File: src/rtl/io_pkg.sv
// Shared definitions for the key I/O region: receive FSM states, rdata bit map,
// pop address and receive timeout. Parity helper exists only with KEY_PARITY_CHECK_EN.
package io_pkg;

    typedef enum logic [1:0] {
        IDLE   = 2'd0,
        DATA   = 2'd1,
        PARITY = 2'd2,
        STOP   = 2'd3
    } rx_state_e;

    localparam int VALID = 15;
    localparam int OVF   = 14;
    localparam int FERR  = 13;

    localparam logic [15:0] KEY_POP_ADDR = 16'h0000;
    localparam logic [15:0] KEY_TIMEOUT  = 16'hFFFF;

`ifdef KEY_PARITY_CHECK_EN
    // PS/2 uses odd parity: data bits plus parity bit carry an odd number of ones.
    function automatic logic odd_parity_ok(input logic [7:0] data, input logic par);
        return ^{data, par};
    endfunction
`endif

endpackage

File: src/rtl/key_fifo.sv
// Scancode FIFO: power-of-two depth, wrapping pointers, head reads as zero when empty.
// A pop frees a slot in the same cycle, so a push into a full FIFO with a pop succeeds.
module key_fifo #(
    parameter int WIDTH = 8,
    parameter int DEPTH = 8
) (
    input  logic             clk_i,
    input  logic             rst_ni,
    input  logic             push_i,
    input  logic [WIDTH-1:0] push_data_i,
    input  logic             pop_i,
    output logic             full_o,
    output logic             empty_o,
    output logic [WIDTH-1:0] head_o
);

    localparam int AW = $clog2(DEPTH);
    localparam int CW = AW + 1;

    logic [WIDTH-1:0] mem_q [DEPTH];
    logic [AW-1:0]    wr_ptr_q;
    logic [AW-1:0]    wr_ptr_d;
    logic [AW-1:0]    rd_ptr_q;
    logic [AW-1:0]    rd_ptr_d;
    logic [CW-1:0]    count_q;
    logic [CW-1:0]    count_d;
    logic             push_ok_s;
    logic             pop_ok_s;

    assign full_o    = (count_q == CW'(DEPTH));
    assign empty_o   = (count_q == {CW{1'b0}});
    assign pop_ok_s  = pop_i & ~empty_o;
    assign push_ok_s = push_i & (~full_o | pop_ok_s);
    assign head_o    = empty_o ? {WIDTH{1'b0}} : mem_q[rd_ptr_q];

    // Pointer and occupancy next-state.
    always_comb begin
        wr_ptr_d = wr_ptr_q;
        rd_ptr_d = rd_ptr_q;
        count_d  = count_q;
        if (push_ok_s) begin
            wr_ptr_d = wr_ptr_q + AW'(1);
        end else begin
            wr_ptr_d = wr_ptr_q;
        end
        if (pop_ok_s) begin
            rd_ptr_d = rd_ptr_q + AW'(1);
        end else begin
            rd_ptr_d = rd_ptr_q;
        end
        case ({push_ok_s, pop_ok_s})
            2'b10:   count_d = count_q + CW'(1);
            2'b01:   count_d = count_q - CW'(1);
            default: count_d = count_q;
        endcase
    end

    // Pointer and occupancy registers.
    always_ff @(posedge clk_i or negedge rst_ni) begin
        if (!rst_ni) begin
            wr_ptr_q <= {AW{1'b0}};
            rd_ptr_q <= {AW{1'b0}};
            count_q  <= {CW{1'b0}};
        end else begin
            wr_ptr_q <= wr_ptr_d;
            rd_ptr_q <= rd_ptr_d;
            count_q  <= count_d;
        end
    end

    // Storage; stale entries are never visible because head is gated by empty.
    always_ff @(posedge clk_i) begin
        if (push_ok_s) begin
            mem_q[wr_ptr_q] <= push_data_i;
        end
    end

endmodule

File: src/rtl/key_io_device.sv
// PS/2 keyboard receiver exposed as a memory-mapped status/data word.
// Define KEY_PARITY_CHECK_EN to reject frames with bad odd parity.
module key_io_device
    import io_pkg::*;
#(
    parameter int FIFO_DEPTH  = 8,
    parameter int SYNC_STAGES = 2
) (
    input  logic        clock,
    input  logic        reset_n,
    input  logic        ps2_clk,
    input  logic        ps2_data,
    input  logic [15:0] waddr,
    input  logic [15:0] wdata,
    input  logic        wenable,
    output logic [15:0] rdata
);

    logic [SYNC_STAGES-1:0] clk_sync_q;
    logic [SYNC_STAGES-1:0] data_sync_q;
    logic                   clk_prev_q;
    logic                   clk_s;
    logic                   data_s;
    logic                   fall_s;

    rx_state_e   state_q;
    rx_state_e   state_d;
    logic [2:0]  bit_cnt_q;
    logic [2:0]  bit_cnt_d;
    logic [7:0]  shift_q;
    logic [7:0]  shift_d;
    logic [15:0] tmo_q;
    logic [15:0] tmo_d;
`ifdef KEY_PARITY_CHECK_EN
    logic        par_q;
    logic        par_d;
`endif

    logic        ovf_q;
    logic        ovf_d;
    logic        ferr_q;
    logic        ferr_d;
    logic        frame_ok_s;
    logic        push_s;
    logic        ferr_set_s;
    logic        pop_s;
    logic        clr_s;
    logic        ovf_set_s;
    logic        fifo_full_s;
    logic        fifo_empty_s;
    logic [7:0]  fifo_head_s;
    logic        unused_wdata_s;

    assign clk_s  = clk_sync_q[SYNC_STAGES-1];
    assign data_s = data_sync_q[SYNC_STAGES-1];
    assign fall_s = clk_prev_q & ~clk_s;

    assign pop_s          = wenable & (waddr == KEY_POP_ADDR);
    assign clr_s          = pop_s & wdata[15];
    assign unused_wdata_s = ^wdata[14:0];

    // Synchronizers idle high so reset release never looks like a falling edge.
    always_ff @(posedge clock or negedge reset_n) begin
        if (!reset_n) begin
            clk_sync_q  <= {SYNC_STAGES{1'b1}};
            data_sync_q <= {SYNC_STAGES{1'b1}};
            clk_prev_q  <= 1'b1;
        end else begin
            clk_sync_q  <= {clk_sync_q[SYNC_STAGES-2:0], ps2_clk};
            data_sync_q <= {data_sync_q[SYNC_STAGES-2:0], ps2_data};
            clk_prev_q  <= clk_s;
        end
    end

    // Frame acceptance: parity is only consulted when the check is built in.
    always_comb begin
`ifdef KEY_PARITY_CHECK_EN
        frame_ok_s = odd_parity_ok(shift_q, par_q);
`else
        frame_ok_s = 1'b1;
`endif
    end

    // Receive FSM next-state; the timeout counter saturates and only fires outside IDLE.
    always_comb begin
        state_d    = state_q;
        bit_cnt_d  = bit_cnt_q;
        shift_d    = shift_q;
        tmo_d      = tmo_q;
        push_s     = 1'b0;
        ferr_set_s = 1'b0;
`ifdef KEY_PARITY_CHECK_EN
        par_d      = par_q;
`endif
        if (fall_s) begin
            tmo_d = 16'h0000;
            case (state_q)
                IDLE: begin
                    if (!data_s) begin
                        state_d   = DATA;
                        bit_cnt_d = 3'd0;
                    end else begin
                        state_d = IDLE;
                    end
                end
                DATA: begin
                    shift_d   = {data_s, shift_q[7:1]};
                    bit_cnt_d = bit_cnt_q + 3'd1;
                    if (bit_cnt_q == 3'd7) begin
                        state_d = PARITY;
                    end else begin
                        state_d = DATA;
                    end
                end
                PARITY: begin
`ifdef KEY_PARITY_CHECK_EN
                    par_d = data_s;
`endif
                    state_d = STOP;
                end
                STOP: begin
                    state_d = IDLE;
                    if (data_s && frame_ok_s) begin
                        push_s = 1'b1;
                    end else begin
                        ferr_set_s = 1'b1;
                    end
                end
                default: state_d = IDLE;
            endcase
        end else if (tmo_q == KEY_TIMEOUT) begin
            state_d = IDLE;
            if (state_q != IDLE) begin
                ferr_set_s = 1'b1;
            end else begin
                ferr_set_s = 1'b0;
            end
        end else begin
            tmo_d = tmo_q + 16'd1;
        end
    end

    // Receive FSM and timeout registers.
    always_ff @(posedge clock or negedge reset_n) begin
        if (!reset_n) begin
            state_q   <= IDLE;
            bit_cnt_q <= 3'd0;
            shift_q   <= 8'h00;
            tmo_q     <= 16'h0000;
`ifdef KEY_PARITY_CHECK_EN
            par_q     <= 1'b0;
`endif
        end else begin
            state_q   <= state_d;
            bit_cnt_q <= bit_cnt_d;
            shift_q   <= shift_d;
            tmo_q     <= tmo_d;
`ifdef KEY_PARITY_CHECK_EN
            par_q     <= par_d;
`endif
        end
    end

    // A byte is dropped only when full and no pop frees a slot this cycle.
    assign ovf_set_s = push_s & fifo_full_s & ~(pop_s & ~fifo_empty_s);

    // Sticky flags: a new event in the clearing cycle still wins.
    always_comb begin
        ovf_d  = ovf_set_s | (ovf_q & ~clr_s);
        ferr_d = ferr_set_s | (ferr_q & ~clr_s);
    end

    // Flag registers.
    always_ff @(posedge clock or negedge reset_n) begin
        if (!reset_n) begin
            ovf_q  <= 1'b0;
            ferr_q <= 1'b0;
        end else begin
            ovf_q  <= ovf_d;
            ferr_q <= ferr_d;
        end
    end

    key_fifo #(
        .WIDTH (8),
        .DEPTH (FIFO_DEPTH)
    ) u_fifo (
        .clk_i       (clock),
        .rst_ni      (reset_n),
        .push_i      (push_s),
        .push_data_i (shift_q),
        .pop_i       (pop_s),
        .full_o      (fifo_full_s),
        .empty_o     (fifo_empty_s),
        .head_o      (fifo_head_s)
    );

    // Read word assembled from registered state only.
    always_comb begin
        rdata        = 16'h0000;
        rdata[VALID] = ~fifo_empty_s;
        rdata[OVF]   = ovf_q;
        rdata[FERR]  = ferr_q;
        rdata[7:0]   = fifo_head_s;
    end

endmodule

File: config.mk
export PLATFORM = sky130hd
export DESIGN_NAME = key_io_device
export DESIGN_NICKNAME = d
export VERILOG_FILES = /design/src/rtl/io_pkg.sv /design/src/rtl/key_fifo.sv /design/src/rtl/key_io_device.sv
export SDC_FILE = /design/constraint.sdc
export NUM_CORES = 1
export LEC_CHECK = 0
export ABC_AREA = 0
export CELL_PAD_IN_SITES_DETAIL_PLACEMENT = 1
export CELL_PAD_IN_SITES_GLOBAL_PLACEMENT = 2
export CORE_ASPECT_RATIO = 1.1
export CORE_MARGIN = 3
export CORE_UTILIZATION = 33
export DETAILED_ROUTE_END_ITERATION = 16
export PLACE_DENSITY = 0.64
export SLEW_MARGIN = 10
export SYNTH_ARGS = -nofsm -noshare
export SYNTH_HDL_FRONTEND = slang
export SYNTH_SLANG_ARGS = --single-unit
File: constraint.sdc
create_clock -name clock -period 2.8 [get_ports clock]
set_clock_uncertainty 0.05 [all_clocks]
set_input_delay 0.28 -clock clock [delete_from_list [all_inputs] [get_ports clock]]
set_output_delay 0.28 -clock clock [all_outputs]
set_load 0.005 [all_outputs]
# Yosys cells after proc, flatten, opt, wreduce, memory -nomap -nowiden
# Memory sizes are Yosys's and may differ from the RTL's.
# Cells that the tools add are included.
# word_totals
ff_bits	46
ramBits	64
in_bits	37
out_inout_bits	16
word_cells	76
memories	1
# op_classes
addsub	6
eq_ne	10
mux	21
bitwise_logic	17
n_reduce_logical	9
# memory_table
memory	words	width	rd	rd_clocked_by_memory_dff	wr	line_no	text
u_fifo.mem_q	8	8	1	0	1	key_fifo.sv:20	logic [WIDTH-1:0] mem_q [DEPTH];
# ops
operator	count
2-to-1 mux 16 bit	2
adder 16 x 1 -> 16 bit (second input constant)	1
== test 16 bit (second input constant)	1
zero test 16 bit	1
2-to-1 mux 1 bit	11
adder 3 x 1 -> 3 bit (second input constant)	3
AND 1 bit	9
2-to-1 mux 8 bit	1
one-hot mux 2 bit (4 select lines)	1
one-hot mux 4 bit (2 select lines)	1
nonzero test 2 bit	4
== test 2 bit (second input constant)	3
2-to-1 mux 2 bit	3
one-hot mux 3 bit (2 select lines)	1
inverter 1 bit	5
adder 4 x 1 -> 4 bit (second input constant)	1
== test 2 x 1 -> 1 bit (second input constant)	2
== test 4 bit (second input constant)	1
zero test 4 bit	1
inequality test 2 bit (second input constant)	2
subtractor 4 x 1 -> 4 bit (second input constant)	1
== test 3 bit (second input constant)	1
2-to-1 mux 3 bit	1
bitwise OR 1 bit	3
3 further kinds	3

# Depth between registers and ports, before layout
# Gate-level depths: netlist of the first run.
# logic_depth
depth_word	7
depth_mapped	8
ltp_nobuf	8

# Cells and area by module
# A second synthesis of the first run with hierarchy kept.
# unflattened
hier_cells	326
area_unflattened_um2	4870.9
# modules_own_cells
module	n_inst	cells_per_inst	area_per_inst_um2	seq_area_each_um2
key_fifo	1	166	3079.2	2172.1
key_io_device	1	160	1791.7	907.1

# Least setup slack after synthesis of the first run
# Ideal clock, no wire load.
# synth_path
path_type	register to register
startpoint	reg clk_prev_q
endpoint	mem u_fifo.mem_q[1][0] (enable)
setup_ns	0.383
arrival_time_ns	1.936
required_time_ns	2.367
path_slack_ns	0.430
stages_incl_launch_ff	6
n_path_buf	0
period_less_slack_ns	2.370
path_cell_list	dfstp_2 > nand3b_1 > nor2_1 > a2bb2oi_1 > or2_2 > nor3_1
# synth_between
elab_chain_len	5
# synth_lines
element	line_no	text
from (decl)	key_io_device.sv:21	logic clk_prev_q;
from (signal assigned)	key_io_device.sv:71	clk_prev_q <= clk_s;
AND 1 bit	key_io_device.sv:56	assign fall_s = clk_prev_q & ~clk_s;
2-to-1 mux 1 bit	key_io_device.sv:95	if (fall_s) begin
AND 1 bit	key_fifo.sv:33	assign push_ok_s = push_i & (~full_o | pop_ok_s);
2-to-1 mux 1 bit	key_fifo.sv:73	if (push_ok_s) begin
2-to-1 mux 1 bit (not written as such)	key_fifo.sv:74	mem_q[wr_ptr_q] <= push_data_i;
to (decl)	key_fifo.sv:20	
# No other way between the ends.

# Worst setup path after layout of the first run
# layout_path
startpoint	reg u_fifo.rd_ptr_q[0]
endpoint	out rdata[5]
# layout_between
elab_chain_len	2
# layout_lines
element	line_no	text
from (decl)	key_fifo.sv:23	logic [AW-1:0] rd_ptr_q;
from (signal assigned)	key_fifo.sv:62	rd_ptr_q <= {AW{1'b0}};
from (signal assigned)	key_fifo.sv:66	rd_ptr_q <= rd_ptr_d;
memory read (8 x 8 bit)	-	
2-to-1 mux 8 bit	key_fifo.sv:34	assign head_o = empty_o ? {WIDTH{1'b0}} : mem_q[rd_ptr_q];
to (decl)	key_io_device.sv:16	output logic [15:0] rdata
# No other way between the ends.

==> summary.txt, run 1 <==
Placement
  – GPL Wtd Cong: 0.7294
  – Port bufs: 32
  – # placed instances: 550
  – DP Wirelength: 6.595 mm

Detailed routing
  – Pre-Repair DR Iteration Count: 4
  – Drt via density: 4.783
  – DRT iter0 DRCs: 168
  – DRC Markers: 0
  – Via count: 2712
  – Routed Antenna Nets: 0
  – Routed len/inst: 16.85 um
  – Final wirelength: 9.553 mm

Logic synthesis
  – Largest area contributor in the netlist: edfxtp_1
  – Syn Area/Cell: 14.58 um^2
  – Post-synth top area share: 40.05%
  – Mapped Cells: 329
  – Register area share after synthesis: between 60 and 70%
  – Dominant cells by area after synthesis: edfxtp_1, dfrtp_1, mux4_2
  – YS warnings: 0
  – Fraction of registers with async set/reset: 41.82%
  – Top_reg_cell synth: edfxtp_1
  – Mapped cell area: 4798 um^2
  – Netlist cell types: 57
  – Synth Register Bits: 110
  – EDFF count, synth: 64

Layout
  – Most frequent cells in the layout: edfxtp_1, dfrtp_1, nor2_1
  – Synth-to-layout area growth: 18.72%
  – Layout Nets: 417
  – Non-Filler Instances: 567
  – ANT cells: 0
  – Commonest non-fill, non-tap cell in the layout: edfxtp_1
  – Layout cells sized above 1: 20.32%
  – Final core occ: approximately 41%
  – Fill cell total of the finished layout: 1415

Critical path
  – Worst Path Arrival: 2.15 ns
  – Worst r2r dst: u_fifo.count_q[2]
  – Flop2flop setup slack: 0.33 ns
  – Critical Path Max Stage Delay: a little over 0.5 ns
  – FF-to-FF Start: clk_sync_q[1]
  – Critical path data required time: about 2.5 ns
  – Crit. End Element: output pin
  – Cell breakdown of the critical path: buf_12, mux4_2, mux2i_1, nor2_1, clkdlybuf4s50_1
  – Critical-path top delay cell: mux4_2
  – FF-to-FF path depth: 8
  – Crit Path Category: reg2out
  – Nature of the critical path startpoint: register
  – Critical path peak fanout: 18

Worst hold path
  – Worst Hold Launch: ps2_data
  – Min-Delay Path Depth: 1
  – WHS Endpoint: data_sync_q[0]
  – Hold WC Path Type: in2reg

Floorplan
  – Die height: ~130 um
  – Starting Density: about a third
  – Core ar.: 14020 um^2
  – Die area: between 15000 and 20000 um^2
  – Num ports: between 50 and 60
  – Die W: 121.0 um
  – Row count: between 40 and 50

Timing
  – Slew headroom: 59.98%
  – RSZ-0062 raised after global routing: false
  – Hold Slack: 0.2819 ns
  – Final setup violation count: 0
  – Crit share post-route: 88.51%
  – Slew @ Worst Pin: 0.6003 ns
  – Final hold violations: 0
  – Final TNS setup: 0 ns
  – Max Freq: between 400 and 500 MHz
  – Min Clock Period, post-route: 2.478 ns
  – Max Slew Vio Count: 0

Pwr
  – Peak supply drop: around 0.35 mV
  – LEAKAGE: 2.090 nW
  – Pwr dens: 638.5 nW/um^2
  – Power, Total: 3.638 mW

Clock network
  – CTS max path bufs: 2
  – Reg clk slew, reported paths: 0.07 ns
  – CTS Buf Count: 9
  – Post-CTS Setup Inserts: 0
  – Root Driver: clkbuf_16
  – H-tree Lvls: 3
  – CTS tree: done
  – Total clock sinks: 110
  – Worst-Skew Late Latency: 0.35 ns

Global route
  – Vias in the first global route: 2936
  – Overflow after GRT: 0
  – Total Routing Usage GR: 12.86%
  – Largest net degree at the start of global routing: 32
  – First-pass GRT wire length: 15.65 mm
  – Initial antenna violation count: 0

Status
  – Outcome: completed

Run
  – Max cap viols: 0
## layout make-up
| class | instances | area (um^2) | share of cell area, % |
|---|---|---|---|
| Sequential cell | 110 | 3080 | 54.07 |
| Multi-Input combinational cell | 199 | 1619 | 28.42 |
| Timing Repair Buffer | 48 | 450.4 | 7.907 |
| Tap cell | 188 | 235.2 | 4.129 |
| Clock buffer | 10 | 229.0 | 4.019 |
| Clock inverter | 6 | 60.06 | 1.054 |
| Inverter | 6 | 22.52 | 0.3953 |
## worst max-delay path, delay by kind of cell (launching register included)
family,cells,cell delay [ns]
buffers and inverters,2,0.65
flip-flops,1,0.37
multiplexers,2,0.69
AND/OR/NAND/NOR,1,0.07
## where the power goes
group	leakage (nW)	internal (mW)	switching [mW]
sequential	1.18	1.95	0.177
clock	0.143	0.632	0.618
combinational	0.764	0.153	0.108
## state kept, by name, indices dropped and copies added (netlist names)
| register | flops |
|---|---|
| state_q | 2 |
| tmo_q | 16 |
| clk_sync_q | 2 |
| ferr_q | 1 |
| u_fifo.count_q | 4 |
| u_fifo.mem_q | 64 |
| bit_cnt_q | 3 |
| clk_prev_q | 1 |
| shift_q | 8 |
| u_fifo.wr_ptr_q | 3 |
| u_fifo.rd_ptr_q | 3 |
| data_sync_q | 2 |
| ovf_q | 1 |
## kinds of logic after synthesis
kind of cell / Yosys count / share of synthesized area (%)
mux: 36 / 11.97
xor+xnor: 15 / 2.738
fa+ha+maj: 6 / 1.564
compound gates: 34 / 5.189
flops: 110 / 64.17
other cells: 1 / 0.07815
buf+inv: 24 / 2.529
simple gates: 103 / 11.76
## cells in the mapped netlist, drive strengths merged (2+ instances only)
cell / count
or2: 3
inv: 6
nor3: 7
nand2: 20
dfrtp: 41
mux2i: 9
a211oi: 2
nor4: 6
dfstp: 5
a21boi: 3
buf: 13
clkbuf: 5
edfxtp: 64
a21oi: 5
nand4: 4
nand3: 6
ha: 6
and3: 4
o21bai: 2
xor2: 4
nor2: 37
nand2b: 6
o21ai: 7
or4: 2
and4: 2
a22o: 3
mux4: 16
xnor2: 11
mux2: 11
## worst max path at each step
stage	from	end	slack (ns)
2_1_floorplan	clk_prev_q	u_fifo.mem_q[1][0]	0.43
3_3_place_gp	waddr[1]	u_fifo.count_q[2]	0.11
3_5_place_dp	waddr[1]	u_fifo.count_q[2]	0.03
4_1_cts	u_fifo.rd_ptr_q[1]	rdata[5]	0.08
5_1_grt	u_fifo.rd_ptr_q[0]	rdata[5]	0.18
6_report	u_fifo.rd_ptr_q[0]	rdata[5]	0.32
## per-stage QoR
| stage | setup slack (ns) | instance area (um^2) |
|---|---|---|
| 2_1_floorplan | 0.4301 | 4813 |
| 3_3_place_gp | 0.1056 | 5396 |
| 3_5_place_dp | 0.02882 | 5396 |
| 4_1_cts | 0.07683 | 5695 |
| 5_1_grt | 0.1837 | 5697 |
| 6_report | 0.3217 | 5697 |
## per-layer routing
metal  routed length [um]  part of all wire [%]  track usage [%]  up-vias
met5                    0                     0                0        -
met4                  149                   1.6            4.723        0
met3                  297                   3.1            2.822       12
met2                 4955                    52            22.12       34
met1                 4150                    43            15.81     1353
li1                     -                     -                -     1313
## what timing repair did
| action | in CTS | in global routing |
|---|---|---|
| hold endpoints to repair | 10 | 0 |
| hold buffers | 1 | 0 |
| setup endpoints to repair | 0 | 2 |
| gates resized for setup | 0 | 1 |
No activity file was read; power rests on OpenSTA's default activity.
==> run 2: changes to the inputs <==
- HOLD_SLACK_MARGIN: default -> 0.15
- PLACE_DENSITY: 0.64 -> 0.65
- REMOVE_ABC_BUFFERS: default -> 1
==> summary.txt, run 2 (synthesis gave the netlist of run 1 again) <==
Status
  – Outcome: completed

Detailed routing
  – DRC Markers: 0 (unchanged)
  – Routed Antenna Nets: 0 (unchanged)
  – Pre-Repair DR Iteration Count: 4 (unchanged)
  – Final wirelength: 9.732 mm (+1.9%)
  – Drt via density: 4.958 (+3.7%)
  – DRT iter0 DRCs: 133 (-21%)
  – Via count: 2821 (+4.0%)
  – Routed len/inst: 17.10 um (+1.5%)

Global route
  – First-pass GRT wire length: 15.81 mm (+1.1%)
  – Top Usage Layer GRT: met2
  – Overflow after GRT: 0 (unchanged)
  – Met3 Track Usage GR: 2.223% (-0.60 points)
  – Largest net degree at the start of global routing: 43 (+34%)
  – Met1 Track Usage GR: 16.30% (+0.50 points)
  – Total Routing Usage GR: 12.88% (+0.015 points)
  – Initial antenna violation count: 0 (unchanged)
  – GRT met2 Usage: 21.96% (-0.15 points)
  – Vias in the first global route: 2940 (+0.14%)

Placement
  – Port bufs: 32 (unchanged)
  – GPL Wtd Cong: 0.7299 (about the same)
  – # placed instances: 552 (+0.36%)
  – DP Wirelength: 6.520 mm (-1.1%)

Critical path
  – Crit Path Category: reg2out
  – Buf/Inv on CP: 2 (unchanged)
  – Nature of the critical path startpoint: register
  – Critical path data required time: 2.47 ns (about the same)
  – Crit. End Element: output pin
  – CP top delay family: multiplexers
  – Critical Path Max Stage Delay: 0.52 ns (about the same)
  – Critical path peak fanout: 18 (unchanged)
  – Worst Path Arrival: 2.18 ns (+0.03 ns)
  – Cell breakdown of the critical path: buf_12, mux4_2, mux2i_1, nor2_1, clkdlybuf4s50_1
  – Critical-path top delay cell: mux4_2

Floorplan
  – Core ar.: 14020 um^2 (unchanged)
  – Die area: 16020 um^2 (unchanged)
  – Num ports: 53 (unchanged)
  – Row count: 45 (unchanged)
  – Die height: 132.5 um (unchanged)
  – Starting Density: 34.23% (unchanged)
  – Die W: 121.0 um (unchanged)

Timing
  – Hold Slack: 0.2809 ns (-0.0009940 ns)
  – Final hold violations: 0 (unchanged)
  – Max Freq: 397.8 MHz (-1.4%)
  – Final TNS setup: 0 ns (unchanged)
  – Slew headroom: 30.90% (-29 points)
  – Slew @ Worst Pin: 1.037 ns (+0.4363 ns)
  – Crit share post-route: 89.78% (+1.3 points)
  – Min Clock Period, post-route: 2.514 ns (+0.03557 ns)
  – Final setup violation count: 0 (unchanged)
  – RSZ-0062 raised after global routing: false
  – Max Slew Vio Count: 0 (unchanged)

Layout
  – Commonest non-fill, non-tap cell in the layout: edfxtp_1
  – Layout cells sized above 1: 20.47% (+0.16 points)
  – Fill cell total of the finished layout: 1427 (+0.85%)
  – Layout Nets: 419 (+0.48%)
  – Largest regs: u_fifo.mem_q (64), tmo_q (16), shift_q (8)
  – Sequential cell area: 3079 um^2 (about the same)
  – Non-Filler Instances: 569 (+0.35%)
  – ANT cells: 0 (unchanged)
  – Most flop-heavy register: u_fifo.mem_q
  – Multi-input gate area in the final layout: 1619 um^2 (unchanged)
  – Synth-to-layout area growth: 19.90%
  – Most frequent cells in the layout: edfxtp_1, dfrtp_1, nor2_1
  – Max reg flops: 64 (unchanged)

Clock network
  – CTS-repair resized insts: 0 (unchanged)
  – CTS max path bufs: 2 (unchanged)
  – H-tree Lvls: 3 (unchanged)
  – Worst-Skew Late Latency: 0.35 ns (about the same)
  – Root Driver: clkbuf_16
  – Total clock sinks: 110 (unchanged)
  – CTS Buf Count: 9 (unchanged)
  – Post-CTS Setup Inserts: 0 (unchanged)
  – CTS tree: done
  – Reg clk slew, reported paths: 0.07 ns (about the same)

Run
  – Max cap viols: 0 (unchanged)

Pwr
  – Power, Total: 3.789 mW (+4.2%)
  – Peak supply drop: 0.2625 mV (-24%)
  – LEAKAGE: 2.123 nW (+1.6%)
  – Pwr dens: 658.5 nW/um^2 (+3.1%)

Worst hold path
  – Hold WC Path Type: in2reg
run 2: worst paths after layout:
path / start / to / slack, ns / cells after the start
setup / recovery: u_fifo.rd_ptr_q[0] / rdata[6] / 0.29 / 5
setup reg to reg: clk_sync_q[1] / u_fifo.count_q[2] / 0.32 / 8
hold reg to reg: clk_sync_q[0] / clk_sync_q[1] / 0.31 / 0
hold / removal: ps2_clk / clk_sync_q[0] / 0.28 / 1
min in group asynchronous: reset_n / tmo_q[11] / 0.59 / 2
max in group asynchronous: reset_n / data_sync_q[1] / 1.36 / 3
run 2: per-stage QoR:
stage | utilization (%) | setup slack [ns] | area [um^2]
3_3_place_gp | 38.60 | 0.09216 | 5411
5_1_grt | 41.04 | 0.1615 | 5753
4_1_cts | 41.04 | 0.2530 | 5753
2_1_floorplan | - | 0.1318 | 4715
6_report | 41.04 | 0.2861 | 5753
3_5_place_dp | 38.60 | 0.05145 | 5411
run 2: worst reg2reg max path: stages (launching register included):
cell	delay [ns]
dfstp_2	0.55
nand3b_1	0.16
nor2_1	0.12
or4_4	0.57
xnor2_1	0.15
ha_1	0.19
or2_2	0.28
o32ai_2	0.14
xor2_1	0.18
run 2: routing by layer:
metal	wire (um)	up-vias
li1	-	1313
met3	263	13
met4	153	0
met2	5025	38
met1	4290	1457
met5	0	-
run 2: area by class of cell:
cell class	count	share of cell area, %
timing repair buffer	50	8.090
sequential	110	53.52
clock inverter	6	1.609
inverter	6	0.3915
multi-input combinational	199	28.14
clock buffer	10	4.154
tap	188	4.089
run 2: power by group:
group / internal (mW) / leakage (nW) / switching, mW
registers: 1.95 / 1.19 / 0.182
clock network: 0.815 / 0.162 / 0.584
logic: 0.153 / 0.776 / 0.105
run 2: what timing repair did:
| item | in CTS | in global routing |
|---|---|---|
| hold buffers | 1 | 0 |
| endpoints found under the hold margin | 41 | 0 |
| setup endpoints to repair | 0 | 0 |
